--- src/rtl/alu_rr_scheduler.sv ---
// Round-robin scheduler that shares one external combinational ALU between NUM_REQ requesters.
// One operation is in flight at a time: accept -> execute -> hold the response until it is consumed.
module alu_rr_scheduler #(
   parameter int unsigned WIDTH   = 4,
   parameter int unsigned NUM_REQ = 4,
   parameter int unsigned ID_W    = 2
) (
   input  logic                     clk,
   input  logic                     rst,
   input  logic [NUM_REQ-1:0]       req_valid,
   output logic [NUM_REQ-1:0]       req_ready,
   input  logic [NUM_REQ*WIDTH-1:0] req_a,
   input  logic [NUM_REQ*WIDTH-1:0] req_b,
   input  logic [NUM_REQ*3-1:0]     req_op,
   output logic [WIDTH-1:0]         alu_a,
   output logic [WIDTH-1:0]         alu_b,
   output logic [2:0]               alu_op,
   input  logic [WIDTH-1:0]         alu_result,
   input  logic                     alu_zero,
   input  logic                     alu_carry,
   output logic                     resp_valid,
   input  logic                     resp_ready,
   output logic [ID_W-1:0]          resp_id,
   output logic [WIDTH-1:0]         resp_result,
   output logic                     resp_zero,
   output logic                     resp_carry,
   output logic                     busy
);

   localparam int unsigned OP_W = 3;

   localparam logic [1:0] IDLE = 2'd0;
   localparam logic [1:0] EXEC = 2'd1;
   localparam logic [1:0] RESP = 2'd2;

   logic [1:0]         state;
   logic [1:0]         state_nxt;
   logic [ID_W-1:0]    rr_ptr;
   logic [ID_W-1:0]    op_id;

   logic               grant_found;
   logic [ID_W-1:0]    grant_id;
   logic [ID_W-1:0]    ptr_nxt;
   logic [NUM_REQ-1:0] grant_oh;
   logic [WIDTH-1:0]   grant_a;
   logic [WIDTH-1:0]   grant_b;
   logic [OP_W-1:0]    grant_op;
   logic               accept;

   // Rotating-priority search starting at rr_ptr; also muxes out the winner's payload.
   always_comb begin
      grant_found = 1'b0;
      grant_id    = '0;
      ptr_nxt     = rr_ptr;
      grant_oh    = '0;
      grant_a     = '0;
      grant_b     = '0;
      grant_op    = '0;
      for (int unsigned k = 0; k < NUM_REQ; k++) begin
         for (int unsigned i = 0; i < NUM_REQ; i++) begin
            if (!grant_found && req_valid[i] && (((32'(rr_ptr) + k) % NUM_REQ) == i)) begin
               grant_found = 1'b1;
               grant_id    = ID_W'(i);
               ptr_nxt     = ID_W'((i + 1) % NUM_REQ);
               grant_oh[i] = 1'b1;
               grant_a     = req_a[i*WIDTH +: WIDTH];
               grant_b     = req_b[i*WIDTH +: WIDTH];
               grant_op    = req_op[i*OP_W +: OP_W];
            end
         end
      end
   end

   // Reset masks the grant so no requester sees a handshake that is about to be dropped.
   assign accept    = (state == IDLE) && !rst && grant_found;
   assign req_ready = accept ? grant_oh : '0;
   assign busy      = (state != IDLE);

   always_comb begin
      state_nxt = state;
      case (state)
         IDLE:    if (accept) state_nxt = EXEC;
         EXEC:    state_nxt = RESP;
         RESP:    if (resp_ready) state_nxt = IDLE;
         default: state_nxt = IDLE;
      endcase
   end

   always_ff @(posedge clk) begin
      if (rst) state <= IDLE;
      else     state <= state_nxt;
   end

   // Operand capture, pointer advance and response registers.
   always_ff @(posedge clk) begin
      if (rst) begin
         rr_ptr      <= '0;
         op_id       <= '0;
         alu_a       <= '0;
         alu_b       <= '0;
         alu_op      <= '0;
         resp_valid  <= 1'b0;
         resp_id     <= '0;
         resp_result <= '0;
         resp_zero   <= 1'b0;
         resp_carry  <= 1'b0;
      end else begin
         if (accept) begin
            alu_a  <= grant_a;
            alu_b  <= grant_b;
            alu_op <= grant_op;
            op_id  <= grant_id;
            rr_ptr <= ptr_nxt;
         end
         if (state == EXEC) begin
            resp_result <= alu_result;
            resp_zero   <= alu_zero;
            resp_carry  <= alu_carry;
            resp_id     <= op_id;
            resp_valid  <= 1'b1;
         end else if ((state == RESP) && resp_ready) begin
            resp_valid <= 1'b0;
         end
      end
   end

endmodule
--- config.mk ---
export PLATFORM = sky130hd
export DESIGN_NAME = alu_rr_scheduler
export DESIGN_NICKNAME = d
export VERILOG_FILES = /design/src/rtl/alu_rr_scheduler.sv
export SDC_FILE = /design/constraint.sdc
export NUM_CORES = 1
export LEC_CHECK = 0
export ABC_AREA = 0
export BUFFER_PORTS_ARGS = -buffer_cell sky130_fd_sc_hd__buf_4
export CORE_UTILIZATION = 45
export CTS_CLUSTER_DIAMETER = 150
export DETAILED_ROUTE_END_ITERATION = 10
export GPL_TIMING_DRIVEN = 0
export PLACE_DENSITY = 0.78
export SYNTH_ARGS = -nofsm -noshare
export SYNTH_HDL_FRONTEND = slang
export SYNTH_SLANG_ARGS = --single-unit
--- constraint.sdc ---
create_clock -name clk -period 4.4 [get_ports clk]
set_clock_uncertainty 0.15 [all_clocks]
set_input_delay 1.1 -clock clk [delete_from_list [all_inputs] [get_ports clk]]
set_output_delay 1.1 -clock clk [all_outputs]
set_load 0.05 [all_outputs]
==> metrics.md <==
| Metric | Value |
|---|---|
| Gr usage total | `40.2%` |
| Max Root-Sink Buffers | `2` |
| Worst IR drop on VDD | `0.000222 V` |
| Syn Nets | `456` |
| Core Box Area | `5990 um^2` |
| Mapped Cells | `399` |
| Async SR Flop Fraction | `0%` |
| CP Buf/Inv Count | `3` |
| Worst Max-Slew Pin Slew | `1.07 ns` |
| RSZ-0062 raised after global routing | `false` |
| Hold crit path type | `flop to flop` |
| Placed Cells | `553` |
| Max Cap Viol | `0` |
| Outcome | `finished, violations left` |
| Vias per Instance | `7.03` |
| Largest delay share family, worst path | `simple AND/OR/NAND/NOR gates` |
| CP max stage cell | `nor3b_1` |
| Routed length per instance | `23.5 um` |
| Die height | `81.1 um` |
| Setup TNS | `0 ns` |
| Slew Limit Headroom | `27.7%` |
| Seq/Total Area, Yosys | `18.5%` |
| Synth-to-Final Area Change | `26.3%` |
| Largest net degree at the start of global routing | `15` |
| DR DRC count | `1` |
| Die width | `81.1 um` |
| Fin crit period | `4.25 ns` |
| Leak | `1.45 nW` |
| Fmax | `0.235 GHz` |
| Worst-Skew Late Latency | `0.28 ns` |
| # Post-CTS Setup Buffers | `0` |
| Failing checks | `DRC` |
| Final HPWL DP | `9.55 mm` |
| Hold buffers post-CTS | `0` |
| Number of global-route vias before repair | `3547` |
| PortBufs | `79` |
| FP Rows | `28` |
| Synth warn | `0` |
| Final hold violations | `0` |
| Antenna violations before repair | `0` |
| DR iter-0 viols | `561` |
| Final wirelength | `13.1 mm` |
| Worst Path Class, Setup | `input port to output pin` |
| Global route overflow | `0` |
| Synth cell types | `67` |
| ANT cells | `0` |
| Critical path's largest stage delay | `0.58 ns` |
| Routed via count | `3916` |
| Fin cells | `557` |
| Final period utilization | `96.6%` |
| GPL Wtd Cong | `1.04` |
| DR pass1 iterations | `9` |
| Worst path cell trace | `buf_4 > buf_4 > nor3b_1 > nand2_1 > a31oi_1 > buf_4` |
| CP endpoint kind | `output pin` |
| CTS HTree Levels | `1` |
| CTS Root Cell | `clkbuf_8` |
| Final count of negative-setup-slack endpoints | `0` |
| Worst-path clk slew | `0.10 ns` |
| Critical path peak fanout | `10` |
| Synth Area per Inst | `7.07 um^2` |
| Fin nets | `540` |
| Post-layout util | `59.4%` |
| Arrival @ worst endpoint | `3.00 ns` |
| Flops & latches, synth | `26` |
| Post-DP Area | `3510 um^2` |
| CTS tree | `done` |
| Post_cts resized | `0` |
| Post-synth EDFFs | `0` |
| Routed Antenna Nets | `0` |
| Synth Flop Type | `dfxtp_1` |
| Initial Util | `47.1%` |
| Clk sink count | `26` |
| Crit path launch type | `input port` |
| Synthesized area | `2820 um^2` |
| Most used cell, CP | `buf_4` |
| Slew Viols, Final | `0` |
| First-pass GRT wire length | `19.4 mm` |
| Critical Path RT | `3.15 ns` |
| Top-level port count | `82` |
| Share of layout cells above drive strength 1 | `25.1%` |
| CTS buffer count | `3` |
| Die area | `6580 um^2` |
| Cell area after layout | `3560 um^2` |
| PD cells | `294 nW/um^2` |
Yosys cell counts, drive strengths merged (7+ instances only):
master,number,share of area [%]
a211oi,9,2.6
a21oi,41,7.7
a221oi,13,4.0
a22oi,13,3.5
and3,8,1.8
buf,24,5.4
clkbuf,11,1.5
dfxtp,26,18
inv,9,1.2
nand2,41,5.5
nand2b,7,1.8
nor2,43,5.7
nor2b,10,2.2
nor3,10,1.8
o21ai,20,3.6
o221ai,10,3.1
o22ai,14,3.1
cells in the final DEF, fill, tap and decap left out, drive strengths merged, types with 4 or more instances in the layout:
master    n
nor3b     4
nand2b    7
a221oi   13
a211oi    9
clkbuf   15
a31oi     5
nor2b    10
a22o      4
nand4b    4
nor2     43
o22ai    14
o221ai   10
a222oi    5
dfxtp    26
a22oi    13
buf     103
o21ai    20
nand2    41
nor4      4
inv       9
and3      8
nor3     10
a21oi    41
a32oi     6
worst paths after layout:
check | cells after the start | end | slack (ns) | startpoint
min reg2reg | 2 | resp_zero$_SDFFE_PP0P_ | 0.31 | resp_zero$_SDFFE_PP0P_
max | 6 | req_ready[0] | 0.15 | req_valid[2]
max reg2reg | 8 | alu_a[0]$_SDFFE_PP0P_ | 1.75 | rr_ptr[0]$_SDFFE_PP0P_
min | 2 | resp_zero$_SDFFE_PP0P_ | 0.31 | resp_zero$_SDFFE_PP0P_
cell families after synthesis:
logic type / count (synthesis) / synth area share [%]
compound gates: 169 / 42.6
simple gates: 157 / 30.2
buf+inv: 46 / 8.39
flops: 26 / 18.5
mux: 1 / 0.399
worst reg2reg max path: cells and delay by family (launching register included):
kind                   cells  cell delay (ns)
buffers and inverters      2             0.39
flip-flops                 1             0.45
AO/OA/AOI/OAI              4             0.56
AND/OR/NAND/NOR            2             1.02
flip-flops by register name (all words and copies together) (netlist names):
register and flops:
alu_a 4, alu_b 4, resp_result 4, alu_op 3, op_id 2, resp_id 2
rr_ptr 2, state 2, resp_carry 1, resp_valid 1, resp_zero 1
metal layers:
metal	routed length [um]	part of all wire (%)	vias to the layer above	global-route usage, %
met5	0	0	-	0
met4	727	5.6	0	28.2
met3	1620	12	63	7.42
met2	5700	44	330	60.1
met1	5030	38	1795	51.6
li1	-	-	1728	-
where the power goes:
part	internal [mW]	total, mW	switching [mW]
Combinational	0.218	0.590	0.373
Clock	0.0804	0.166	0.0856
Sequential	0.268	0.289	0.0217
metrics by stage:
stage          setup slack [ns]  power, mW  hold slack, ns
2_1_floorplan             0.433      0.672           0.282
3_3_place_gp              0.192      0.861           0.289
3_5_place_dp              0.274      0.865           0.297
4_1_cts                   0.248       1.03           0.311
5_1_grt                  0.0269       1.09           0.332
6_report                  0.150       1.05           0.310
area by class of cell:
class / instances / area [um^2]
buffer: 35 / 194
clock buffer: 4 / 55.1
fill: 559 / 2430
inverter: 11 / 42.5
multi-input combinational: 327 / 2060
sequential: 26 / 520
tap: 75 / 93.8
timing repair buffer: 79 / 593
No activity file was read; power rests on OpenSTA's default activity.
